<file path="src/rtl/lza_lz_count_encoder.sv">
// lza_lz_count_encoder: picks the pos/neg Z-indicator string by result sign and encodes
// its leading run of 1s (Z positions) as a normalisation shift count, behind an elastic
// valid/ready stage.
// Build option LZA_ENC_PIPE2_EN: two stages (selected string, then count/flag),
// otherwise a single stage holding count/flag.
module lza_lz_count_encoder #(
  parameter int unsigned DATA_WIDTH = 8,
  parameter int unsigned CNT_WIDTH  = $clog2(DATA_WIDTH + 1)
) (
  input  logic                  clk_i,
  input  logic                  rst_ni,
  input  logic                  in_valid_i,
  output logic                  in_ready_o,
  input  logic [DATA_WIDTH-1:0] string_z_pos_i,
  input  logic [DATA_WIDTH-1:0] string_z_neg_i,
  input  logic                  sel_neg_i,
  output logic                  out_valid_o,
  input  logic                  out_ready_i,
  output logic [CNT_WIDTH-1:0]  lz_cnt_o,
  output logic                  all_zero_o
);

  localparam int unsigned Levels = (DATA_WIDTH > 1) ? $clog2(DATA_WIDTH) : 1;
  localparam int unsigned PadW   = 1 << Levels;
  localparam int unsigned PadLo  = PadW - DATA_WIDTH;

  logic [DATA_WIDTH-1:0] sel_str;
  logic [DATA_WIDTH-1:0] enc_str;
  logic [PadW-1:0]       nz_pad;
  logic [Levels-1:0]     tree_cnt;
  logic [CNT_WIDTH-1:0]  enc_cnt;
  logic                  enc_az;
  logic [CNT_WIDTH-1:0]  cnt_q;
  logic                  az_q;

  assign sel_str = sel_neg_i ? string_z_neg_i : string_z_pos_i;

  // Non-Z positions as 1s, MSB-aligned; padding below the LSB is marked Z so it never
  // terminates the run ahead of a real bit.
  for (genvar i = 0; i < PadW; i++) begin : g_pad
    if (i >= PadLo) begin : g_data
      assign nz_pad[i] = ~enc_str[i - PadLo];
    end else begin : g_fill
      assign nz_pad[i] = 1'b0;
    end
  end

  // Priority tree: node n at level l spans 2**l bits, node 0 holding the MSB end.
  // az = whole span is Z; cnt = Z-run length from the top of the span when az is clear.
  for (genvar l = 0; l <= Levels; l++) begin : g_lvl
    localparam int unsigned Nodes = PadW >> l;
    logic [Nodes-1:0]  az;
    logic [Levels-1:0] cnt [Nodes];
    if (l == 0) begin : g_leaf
      for (genvar n = 0; n < Nodes; n++) begin : g_n
        assign az[n]  = ~nz_pad[PadW-1-n];
        assign cnt[n] = '0;
      end
    end else begin : g_node
      localparam logic [Levels-1:0] HalfBit = Levels'(1) << (l - 1);
      for (genvar n = 0; n < Nodes; n++) begin : g_n
        assign az[n]  = g_lvl[l-1].az[2*n] & g_lvl[l-1].az[2*n+1];
        // Upper half fully Z: run continues into the lower half, offset by its size.
        assign cnt[n] = g_lvl[l-1].az[2*n] ? (g_lvl[l-1].cnt[2*n+1] | HalfBit)
                                           : g_lvl[l-1].cnt[2*n];
      end
    end
  end

  assign enc_az   = g_lvl[Levels].az[0];
  assign tree_cnt = g_lvl[Levels].cnt[0];
  assign enc_cnt  = enc_az ? CNT_WIDTH'(DATA_WIDTH) : CNT_WIDTH'(tree_cnt);

`ifdef LZA_ENC_PIPE2_EN
  logic                  s1_valid_q, s1_valid_d, s1_ready, s1_accept;
  logic                  s2_valid_q, s2_valid_d, s2_ready, s2_accept;
  logic [DATA_WIDTH-1:0] str_q;

  assign enc_str = str_q;

  // Stage handshakes: a stage is ready when empty or when it drains this cycle.
  always_comb begin
    s2_ready   = ~s2_valid_q | out_ready_i;
    s1_ready   = ~s1_valid_q | s2_ready;
    s1_accept  = in_valid_i & s1_ready;
    s2_accept  = s1_valid_q & s2_ready;
    s1_valid_d = s1_accept | (s1_valid_q & ~s2_ready);
    s2_valid_d = s2_accept | (s2_valid_q & ~out_ready_i);
  end

  // Valid bits always update; data registers load only on accept.
  always_ff @(posedge clk_i or negedge rst_ni) begin
    if (!rst_ni) begin
      s1_valid_q <= 1'b0;
      s2_valid_q <= 1'b0;
      str_q      <= '0;
      cnt_q      <= '0;
      az_q       <= 1'b0;
    end else begin
      s1_valid_q <= s1_valid_d;
      s2_valid_q <= s2_valid_d;
      if (s1_accept) begin
        str_q <= sel_str;
      end
      if (s2_accept) begin
        cnt_q <= enc_cnt;
        az_q  <= enc_az;
      end
    end
  end

  assign in_ready_o  = s1_ready;
  assign out_valid_o = s2_valid_q;
`else
  logic valid_q, valid_d, ready, accept;

  assign enc_str = sel_str;

  // Single-stage handshake; a pop and push in the same cycle keeps the stage full.
  always_comb begin
    ready   = ~valid_q | out_ready_i;
    accept  = in_valid_i & ready;
    valid_d = accept | (valid_q & ~out_ready_i);
  end

  // Valid bit always updates; count/flag load only on accept.
  always_ff @(posedge clk_i or negedge rst_ni) begin
    if (!rst_ni) begin
      valid_q <= 1'b0;
      cnt_q   <= '0;
      az_q    <= 1'b0;
    end else begin
      valid_q <= valid_d;
      if (accept) begin
        cnt_q <= enc_cnt;
        az_q  <= enc_az;
      end
    end
  end

  assign in_ready_o  = ready;
  assign out_valid_o = valid_q;
`endif

  assign lz_cnt_o   = cnt_q;
  assign all_zero_o = az_q;

endmodule

</file>
<file path="config.mk">
export PLATFORM = sky130hd
export DESIGN_NAME = lza_lz_count_encoder
export DESIGN_NICKNAME = d
export VERILOG_FILES = /design/src/rtl/lza_lz_count_encoder.sv
export SDC_FILE = /design/constraint.sdc
export NUM_CORES = 1
export LEC_CHECK = 0
export ABC_AREA = 0
export BUFFER_PORTS_ARGS = -buffer_cell sky130_fd_sc_hd__buf_2
export CAP_MARGIN = 5
export CORE_AREA = 5 5 42 44
export DETAILED_ROUTE_END_ITERATION = 16
export DIE_AREA = 0 0 47 49
export PLACE_DENSITY_LB_ADDON = 0.15
export RECOVER_POWER = 100
export SYNTH_ARGS = -nofsm -noshare
export SYNTH_HDL_FRONTEND = slang
export SYNTH_SLANG_ARGS = --single-unit
</file>
<file path="constraint.sdc">
create_clock -name clk_i -period 3.4 [get_ports clk_i]
set_clock_uncertainty 0.1 [all_clocks]
set_input_delay 0.17 -clock clk_i [delete_from_list [all_inputs] [get_ports clk_i]]
set_output_delay 0.17 -clock clk_i [all_outputs]
set_load 0.02 [all_outputs]
</file>
## Yosys cells after proc, flatten, opt, wreduce, memory -nomap -nowiden

Index checks and enable logic that the tools add are counted.

| storage, ports and cells | value |
|---|---|
| bits in registers | 6 |
| bits of input ports | 21 |
| output and inout port bits | 7 |
| word-level logic and storage cells | 25 |

| cells by class | value |
|---|---|
| mux-type cells | 9 |
| bitwise logic cells | 13 |

Operators by type and width:

| cell | number |
|---|---|
| 1-bit bitwise AND | 9 |
| 8-bit two-way mux | 1 |
| 1-bit two-way mux | 4 |
| 2-bit two-way mux | 2 |
| 4-bit two-way mux | 1 |
| 3-bit two-way mux | 1 |
| 1-bit NOT | 2 |
| 1-bit OR | 2 |

## Longest topological paths before layout

Gate-level depths: netlist (run 1).

| logic depth | value |
|---|---|
| word-level depth | 5 |
| depth in mapped cells | 6 |
| mapped depth without buffers | 5 |

## Least setup slack after synthesis (run 1)

Ideal clock, no wire load.

| timing | value |
|---|---|
| path kind | register to register |
| from | reg valid_q (netlist: out_valid_o) |
| to | reg cnt_q[2] (netlist: lz_cnt_o[2]) |
| data arrival time | 1214 ps |
| data required time | 3190 ps |
| slack | 1976 ps |
| cell stages (with the launch flop) | 4 |
| path buffers | 0 |
| cells stage by stage | dfrtp_1 > nand2b_1 > nand2_1 > o41ai_1 |

| between the ends | value |
|---|---|
| longest elaborated chain between the ends | 3 |

RTL lines:

| item | line | source |
|---|---|---|
| start: declaration | 115 | `logic valid_q, valid_d, ready, accept;` |
| start signal: assignment | 133 | `valid_q <= valid_d;` |
| 1-bit NOT | 121 | `ready = ~valid_q \| out_ready_i;` |
| 1-bit OR | 121 |  |
| net in_ready_o | 13 | `output logic in_ready_o,` |
| 1-bit bitwise AND | 122 | `accept = in_valid_i & ready;` |
| end signal: assignment | 135 | `cnt_q <= enc_cnt;` |
| end: declaration | 33 | `logic [CNT_WIDTH-1:0] cnt_q;` |

The timed path passes the listed nets, and every way through them passes these cells.
A chain may end at the register's enable or synchronous reset.

## Final worst setup path (run 1)

| timing | value |
|---|---|
| from | in sel_neg_i |
| to | reg cnt_q[0] (netlist: lz_cnt_o[0]) |

| between the ends | value |
|---|---|
| longest elaborated chain between the ends | 5 |
| elaborated cells between the ends (all ways) | 16 |
| classes of those cells | mux: 9; bitwise: 7 |

RTL lines:

| item | line | source |
|---|---|---|
| start: declaration | 16 | `input logic sel_neg_i,` |
| 8-bit two-way mux (*) | 36 | `assign sel_str = sel_neg_i ? string_z_neg_i : string_z_pos_i;` |
| 1-bit two-way mux / 1-bit bitwise AND (equally long branches) | 64, 62 |  |
| 2-bit two-way mux / 1-bit bitwise AND (equally long branches) | 64, 62 |  |
| 3-bit two-way mux / 1-bit bitwise AND (equally long branches) | 64, 62 |  |
| 4-bit two-way mux (*) | 72 | `assign enc_cnt = enc_az ? CNT_WIDTH'(DATA_WIDTH) : CNT_WIDTH'(tree_cnt);` |

Every way passes the cells marked *; elsewhere a longest branch is shown, timed or not.

==> results.cfg, run 1 <==
[layout]
final_common_cell = buf_2
n_antenna_cell = 0
nFillCells = 162
nNetsFinal = 94
final_cell_mix = buf_2, clkbuf_1, nand2_1
utilization_pct = 37.05
area_growth_pct = 42.61
layout-drive-gt1-share_pct = 34.72

[floorplan]
std_cell_rows = 14
fp.coreArea_sq_um = 1401
initial_core_util_pct = 25.98
chipWidth_um = 47
io_pins = 28
die_h_um = 49
fp.dieArea_sq_um = 2303

[cts]
root_buffer = clkbuf_4
cts_sinks = 5
post_cts_buffers = 0
worstSkewPairLatency_ns = 0.23
cts_max_path_buffers = 2
cts_tree = built
cts.reportedPaths.clkPinSlew_ns = 0.04
htreeDepth = 1
cts_buffers = 3

[setup_path]
startpoint_type = input port
max_stage_delay_ns = 0.32
worst-setup-path-type = in -> reg
cp_cell_sequence = buf_2 > and2b_4 > a32oi_1 > nor2_2 > a221o_1 > a22o_1
crit_arrival_ns = 1.47
r2r_slack_ns = 2.15
crit_path_max_fanout = 11
end_kind = flip-flop
slowest_stage = a32oi_1
cp.required_ns = 3.42

[sta]
setup_viol = 0
fin_crit_sh_pct = 42.56
rsz0062_at_grt = false
max_freq_mhz = 691.0
max_slew.worst_pin.slew_ns = 0.3918
drv_slew = 0
final.min_clock_period_ns = 1.447
relSlewSlack_pct = 73.88
setup_tns_ns = 0
hold_viol_final = 0

[power_and_ir_drop]
p_int_mw = 0.1288
p_sw_mw = 0.04940
peakVddDrop_uv = 99.07
power_frac_clock_pct = 36.6
sw_frac_of_total_pct = 27.73
p_per_area_nw_per_um2 = 343.1
power_frac_seq_pct = 37.3
leakage_nw = 0.2552
combinationalPowerShare_pct = 26.1

[detailed_routing]
drt_first_pass_iters = 3
dr_total_vias = 404
drc = 0
drt_wl_total_um = 929
ant_nets = 0
drt_iter0_markers = 4
wl_per_cell_um = 10.56
detail_route.vias_per_cell = 4.591

[synth]
syn-instance-count = 42
synth_fp_nets = 63
yosysUniqueCellTypes = 22
synthesis.area_sq_um = 364.1
synth_seq_area_share_pct = 34.36
synth_area_leaders = dfrtp_1, nand2_1, a21oi_1
syn_avg_cell_area_sq_um = 8.669
ys_ff_latch = 5
ys_warn_count = 0
synth_top_area_share_pct = 34.36
synth_top_area_cell = dfrtp_1

[placed_design]
io_buffers = 27
hpwl_um = 847
gp_congestion = 0.6984

[grt]
grt_pass1_vias = 414
grt_max_degree = 12
antenna_found_initial = 0
grt_usage_pct = 9.052
grt_overflow = 0
grt_pass1_wl_um = 1552

[run]
timing.max_cap.violations = 0

[run_status]
status = complete, no violations

[hold_path]
hp-class = in -> reg
## synthesized netlist by cell type
cell type  instances
nand3_1            1
o21ai_0            3
and2b_4            1
o41ai_1            1
a221o_1            1
nor2_2             1
buf_6              1
nand2_1            7
nand2b_1           3
inv_1              3
a22o_1             1
o21ai_1            1
a32oi_2            1
o211ai_1           1
a31oi_1            1
dfrtp_1            5
and3b_1            2
nand3b_1           1
a21oi_1            4
buf_4              1
a31oi_2            1
o31ai_1            1
## worst max-delay path: cells and delay by family
| family | cells | cell delay [ns] |
|---|---|---|
| AO/OA/AOI/OAI | 3 | 0.81 |
| buffers and inverters | 1 | 0.17 |
| AND/OR/NAND/NOR | 2 | 0.30 |
## path summary, 6_finish.rpt
kind	startpoint	end	depth (start not counted)
max in group asynchronous	rst_ni	lz_cnt_o[0]	2
setup / recovery	sel_neg_i	lz_cnt_o[0]	6
min in group asynchronous	rst_ni	all_zero_o	2
hold reg to reg	lz_cnt_o[1]	lz_cnt_o[1]	2
setup reg to reg	out_valid_o	lz_cnt_o[2]	3
hold / removal	in_valid_i	out_valid_o	2
## final cells by class
class,instances,area [sq um],share of cell area (%)
timing repair buffer,28,135.1,26.02
multi-input combinational,32,201.4,38.80
clock buffer,4,26.28,5.060
sequential,5,125.1,24.10
inverter,3,11.26,2.169
tap,16,20.02,3.855
## cell families after synthesis
logic type	count (synthesis)	share of synthesized area [%]
compound gates	16	32.30
buf+inv	5	8.248
flops	5	34.36
simple gates	16	25.09
## power groups by stage
stage / clock network, mW / logic (mW) / registers, mW
3_5_place_dp: 0 / 0.0489 / 0.0673
5_1_grt: 0.0728 / 0.0514 / 0.0668
4_1_cts: 0.0678 / 0.0499 / 0.0664
3_3_place_gp: 0 / 0.0487 / 0.0671
2_1_floorplan: 0 / 0.0213 / 0.0728
6_report: 0.0651 / 0.0465 / 0.0665
## what timing repair did
item                      in CTS  in global routing
hold buffers                   1                  0
hold endpoints to repair       5                  0
gates resized for setup        0                  0
## metrics by stage
| step | setup slack, ns | area (sq um) | cells | power [mW] | hold WS (ns) |
|---|---|---|---|---|---|
| after floorplan | 1.976 | 364.1 | 42 | 0.09409 | -0.2256 |
| after global routing | 1.894 | 519.2 | 88 | 0.1910 | 0.04984 |
| final | 1.953 | 519.2 | 88 | 0.1782 | 0.04015 |
| after detailed placement | 1.780 | 500.5 | 83 | 0.1162 | -0.1147 |
| after CTS | 2.030 | 536.8 | 88 | 0.1841 | 0.03677 |
| after global placement | 1.807 | 500.5 | 83 | 0.1158 | -0.1096 |
## flip-flops by register name, indices dropped and copies added (netlist names)
register	cells
lz_cnt_o	3
all_zero_o	1
out_valid_o	1
## layer usage
layer	share of wire [%]	vias to the layer above	routed length, um	global-route usage (%)
met5	0	-	0	0
met4	2.0	0	19	6.912
met3	9.6	2	89	1.476
met2	45	21	418	11.99
met1	43	166	402	12.47
li1	-	215	-	-
(Power assumes the default switching activity.)
==> run 2: changes to the inputs <==
--- a/config.mk
+++ b/config.mk
@@ -5,7 +5,7 @@
 export SDC_FILE = /design/constraint.sdc
 export NUM_CORES = 1
 export LEC_CHECK = 0
-export ABC_AREA = 0
+export ABC_AREA = 1
 export BUFFER_PORTS_ARGS = -buffer_cell sky130_fd_sc_hd__buf_2
 export CAP_MARGIN = 5
 export CORE_AREA = 5 5 42 44
==> constraint.sdc (replaced) <==
create_clock -name clk_i -period 1.45 [get_ports clk_i]
set_clock_uncertainty 0.1 [all_clocks]
set_input_delay 0.0725 -clock clk_i [delete_from_list [all_inputs] [get_ports clk_i]]
set_output_delay 0.0725 -clock clk_i [all_outputs]
set_load 0.02 [all_outputs]
==> results.cfg, run 2 <==
[layout]
largest_register_ffs = 3
final_cell_mix = nand2_1, buf_2, clkbuf_1
n_antenna_cell = 0
area_growth_pct = 36.89
layout-drive-gt1-share_pct = 32.08
final_common_cell = nand2_1
nNetsFinal = 128

[synth]
synth_top_area_cell = nand2_1
async_flop_share_pct = 100.0
yosysUniqueCellTypes = 15
ys_ff_latch = 5
synth_area_leaders = nand2_1, dfrtp_1, nand2_2
synth_fp_nets = 96
synth_edf_count = 0
syn-instance-count = 75
synth_seq_area_share_pct = 27.32
post-synth-top-count-cell = nand2_1
ys_warn_count = 0
yosys-top-cells-count = nand2_1, nand2_2, inv_1
syn_avg_cell_area_sq_um = 6.106
synthesis.area_sq_um = 457.9
synth-main-ff-cell = dfrtp_1
synth_top_area_share_pct = 31.15

[sta]
setup_viol = 0
final.min_clock_period_ns = 1.203
hold_ws_ns = 0.006209
max_slew.worst_pin.slew_ns = 0.2833
relSlewSlack_pct = 81.11
rsz0062_at_grt = false
hold_viol_final = 0
fin_crit_sh_pct = 82.99
max_freq_mhz = 831.0
drv_slew = 0
setup_tns_ns = 0

[cts]
htreeDepth = 1
root_buffer = clkbuf_4
worstSkewPairLatency_ns = 0.24
cts.reportedPaths.clkPinSlew_ns = 0.04
cts_buffers = 3
cts_sinks = 5
cts_tree = built
cts_max_path_buffers = 2

[power_and_ir_drop]
peakVddDrop_uv = 410.4
leakage_nw = 0.3745
p_per_area_nw_per_um2 = 728.3

[floorplan]
die_h_um = 49
std_cell_rows = 14
initial_core_util_pct = 32.68
fp.coreArea_sq_um = 1401
chipWidth_um = 47
io_pins = 28
fp.dieArea_sq_um = 2303

[run]
timing.max_cap.violations = 0

[setup_path]
startpoint_type = input port
crit_path_max_fanout = 8
crit-reg2reg-capture = lz_cnt_o[0]
end_kind = flip-flop
r2r_start = out_valid_o
worst-setup-path-type = in -> reg
r2r_cells = 5
r2r_slack_ns = 0.27
cp.required_ns = 1.48
crit_arrival_ns = 1.23

[detailed_routing]
wl_per_cell_um = 8.525
ant_nets = 0
detail_route.vias_per_cell = 4.221
drc = 0
drt_wl_total_um = 1040
drt_first_pass_iters = 4
drt_iter0_markers = 6
dr_total_vias = 515

[hold_path]
hold_depth = 4
hp-start = out_ready_i
hp-class = in -> reg
hold_end = out_valid_o

[placed_design]
hpwl_um = 864.3
gp_congestion = 0.7353
io_buffers = 27

[run_status]
status = complete, no violations

[grt]
use_met2_pct = 16.06
top_usage_layer = met2
grt_pass1_wl_um = 1738
grt_usage_pct = 10.10
grtUsageMet1_pct = 11.75
grt_pass1_vias = 450
antenna_found_initial = 0
grtUsageMet3_pct = 3.690
grt_overflow = 0
grt_max_degree = 12
run 2: changes by cell type after synthesis, sizes merged, moves of 2 or more:
| cell | before | now |
|---|---|---|
| a21oi | 4 | 1 |
| nor2 | 1 | 6 |
| nand2 | 7 | 47 |
| nand3 | 1 | 3 |
| and3b | 2 | 0 |
| nand2b | 3 | 0 |
| o21ai | 4 | 1 |
| inv | 3 | 8 |
run 2: logic make-up (layout without fill, tap and decap cells):
group	after synthesis	in the layout	synth area share, %
AO/OA/AOI/OAI	4	4	6.012
buffers and inverters	10	41	10.66
flip-flops	5	5	27.32
AND/OR/NAND/NOR	56	56	56.01
run 2: final cells by class:
class                   instances  area (sq um)
fillers                       169         774.5
multi-input cells              60         280.3
repair buffers                 29         145.1
flip-flops and latches          5         125.1
inverters                       8         30.03
clock buffers                   4         26.28
well taps                      16         20.02
run 2: worst max-delay path, stage by stage:
cell and delay (ns):
dlygate4sd3_1 0.54, buf_2 0.13, nand2_1 0.20, a21oi_1 0.06, a21boi_0 0.17, nand2_1 0.06
run 2: worst max-delay path by stage:
stage	start	endpoint	slack [ns]	cells after the start
2_1_floorplan	out_valid_o	lz_cnt_o[0]	0.07	5
5_1_grt	out_valid_o	lz_cnt_o[0]	0.10	5
3_3_place_gp	out_valid_o	lz_cnt_o[0]	0.24	5
3_5_place_dp	out_valid_o	lz_cnt_o[0]	0.24	5
6_report	in_valid_i	lz_cnt_o[0]	0.25	6
4_1_cts	in_valid_i	lz_cnt_o[0]	0.23	6
run 2: per-stage QoR:
stage	std cells	utilization [%]	cell area, sq um	setup slack (ns)	power, mW
detailed placement	116	42.41	594.3	0.2414	0.2997
global route	122	44.73	626.9	0.1037	0.4947
global placement	116	42.41	594.3	0.2400	0.3000
floorplan	75	-	457.9	0.06688	0.2489
finish	122	44.73	626.9	0.2467	0.4565
CTS	122	45.71	640.6	0.2315	0.4696
run 2: timing repair:
action,in CTS,in global routing
endpoints found under the hold margin,6,0
hold buffers,2,0
buffers inserted,0,0
resized for setup,0,0
run 2: where the power goes:
group | internal (mW) | switching (mW) | leakage, nW | total, mW
clock | 0.104 | 0.0569 | 0.0150 | 0.161
combinational | 0.0555 | 0.0853 | 0.295 | 0.141
sequential | 0.150 | 0.00458 | 0.0648 | 0.155
run 2: routing by layer:
layer  up-vias  routed length (um)
met5         -                   0
met3         3                 101
li1        285                   -
met2        18                 508
met1       209                 422
met4         0                   8
==> run 3: changes to the inputs <==
==> constraint.sdc (replaced) <==
create_clock -name clk_i -period 1.15 [get_ports clk_i]
set_clock_uncertainty 0.1 [all_clocks]
set_input_delay 0.0575 -clock clk_i [delete_from_list [all_inputs] [get_ports clk_i]]
set_output_delay 0.0575 -clock clk_i [all_outputs]
set_load 0.02 [all_outputs]
==> results.cfg, run 3 (synthesis gave the netlist of run 2 again) <==
[sta]
hold_viol_final = 1
setup_tns_ns = 0
final.min_clock_period_ns = 1.062
max_slew.worst_pin.slew_ns = 0.2574
max_freq_mhz = 941.7
hold_ws_ns = -0.0005443
rsz0062_at_grt = false
relSlewSlack_pct = 82.84
drv_slew = 0
setup_viol = 0
fin_crit_sh_pct = 92.34

[floorplan]
chipWidth_um = 47
fp.dieArea_sq_um = 2303
initial_core_util_pct = 32.68
die_h_um = 49
fp.coreArea_sq_um = 1401
std_cell_rows = 14
io_pins = 28

[cts]
root_buffer = clkbuf_4
cts.reportedPaths.clkPinSlew_ns = 0.04
htreeDepth = 1
cts_sinks = 5
cts_max_path_buffers = 2
worstSkewPairLatency_ns = 0.24
post_cts_buffers = 0
cts_tree = built
cts_buffers = 3

[setup_path]
r2r_slack_ns = 0.09
startpoint_type = flip-flop
crit_end = in_ready_o
r2r_cells = 5
max_stage_delay_ns = 0.41
cp.required_ns = 0.99
worst-setup-path-type = reg -> out
cp_num_buf_inv = 1
crit-reg2reg-capture = lz_cnt_o[0]
r2r_start = out_valid_o
cp_cell_sequence = nand2_4 > clkbuf_2
end_kind = output pin
slowest_stage = dfrtp_2
critical-path-top-delay-family = flip-flops
cp.depth = 2
crit_path_max_fanout = 3
crit_arrival_ns = 0.90
startpoint = out_valid_o

[hold_path]
hp-class = in -> reg

[layout]
layout-drive-gt1-share_pct = 37.38
final_cell_mix = nand2_1, buf_2, nand2_2, clkbuf_1, inv_1
largest_register_ffs = 3
instances_no_fill = 123
nNetsFinal = 129
nFillCells = 171
area_growth_pct = 43.17
final_common_cell = nand2_1
n_antenna_cell = 0

[placed_design]
dp_cells = 117
io_buffers = 27
gp_congestion = 0.7025
hpwl_um = 908.3

[grt]
antenna_found_initial = 0
grt_pass1_vias = 497
grt_overflow = 0
grt_pass1_wl_um = 1787
grt_max_degree = 11
grt_usage_pct = 10.66

[detailed_routing]
drc = 0
ant_nets = 0
wl_per_cell_um = 8.602
dr_total_vias = 530
drt_iter0_markers = 1
drt_first_pass_iters = 3
drt_wl_total_um = 1058
detail_route.vias_per_cell = 4.309

[power_and_ir_drop]
leakage_nw = 0.3905
peakVddDrop_uv = 269.9
p_per_area_nw_per_um2 = 897.6

[run]
timing.max_cap.violations = 0

[run_status]
violations = negative hold slack
status = complete, but fails checks
==> run 3: cell types whose count changed in the layout (fill, tap and decap cells not counted), sizes merged <==
cell  change
buf       +1
==> run 3: routing by layer <==
metal | vias to the layer above | wire length (um) | track usage [%]
met1 | 219 | 458 | 12.20
met2 | 21 | 468 | 15.61
met5 | - | 0 | 0
met3 | 3 | 99 | 2.214
li1 | 287 | - | -
met4 | 0 | 31 | 9.677
==> run 3: how the worst min path moves through the flow <==
stage	endpoint	cells after the start	slack, ns	start
finish	out_valid_o	4	-0.0005	out_ready_i
global route	out_valid_o	4	0.007	out_ready_i
CTS	out_valid_o	4	-0.007	out_ready_i
detailed placement	lz_cnt_o[0]	1	-0.22	rst_ni
global placement	lz_cnt_o[0]	1	-0.22	rst_ni
floorplan	all_zero_o	0	-0.34	rst_ni
==> run 3: timing repair <==
| item | in CTS | in global routing |
|---|---|---|
| hold endpoints to repair | 6 | 0 |
| hold buffers | 2 | 0 |
| resized for setup | 0 | 1 |
| setup endpoints to repair | 0 | 1 |
==> run 3: final cells by class <==
type	instances	area, sq um	area share, %
Clock buffer	4	26.28	4.008
Inverter	8	30.03	4.580
Multi-Input combinational cell	60	299.0	45.61
Sequential cell	5	126.4	19.27
Tap cell	16	20.02	3.053
Timing Repair Buffer	30	153.9	23.47
==> run 3: through the flow <==
| step | hold WS [ns] | instance area [sq um] | util, % | setup slack (ns) | total power [mW] |
|---|---|---|---|---|---|
| global route | 0.007247 | 655.6 | 46.79 | 0.02834 | 0.6370 |
| floorplan | -0.3381 | 474.2 | - | 0.01056 | 0.3205 |
| global placement | -0.2248 | 618.1 | 44.11 | 0.01653 | 0.3880 |
| finish | -0.0005443 | 655.6 | 46.79 | 0.08809 | 0.5885 |
| CTS | -0.007159 | 664.4 | 47.41 | 0.04477 | 0.6059 |
| detailed placement | -0.2241 | 618.1 | 44.11 | 0.004693 | 0.3895 |
==> run 3: power breakdown <==
part           internal, mW  total, mW  leakage, nW  switching [mW]
Clock                 0.131      0.203       0.0150          0.0717
Sequential            0.190      0.198       0.0640         0.00752
Combinational        0.0763      0.188        0.312           0.112
==> run 3: tightest hold or removal path, delay by kind of cell <==
kind / cells / cell delay [ns]
buffers and inverters: 2 / 0.12
AND/OR/NAND/NOR: 2 / 0.12
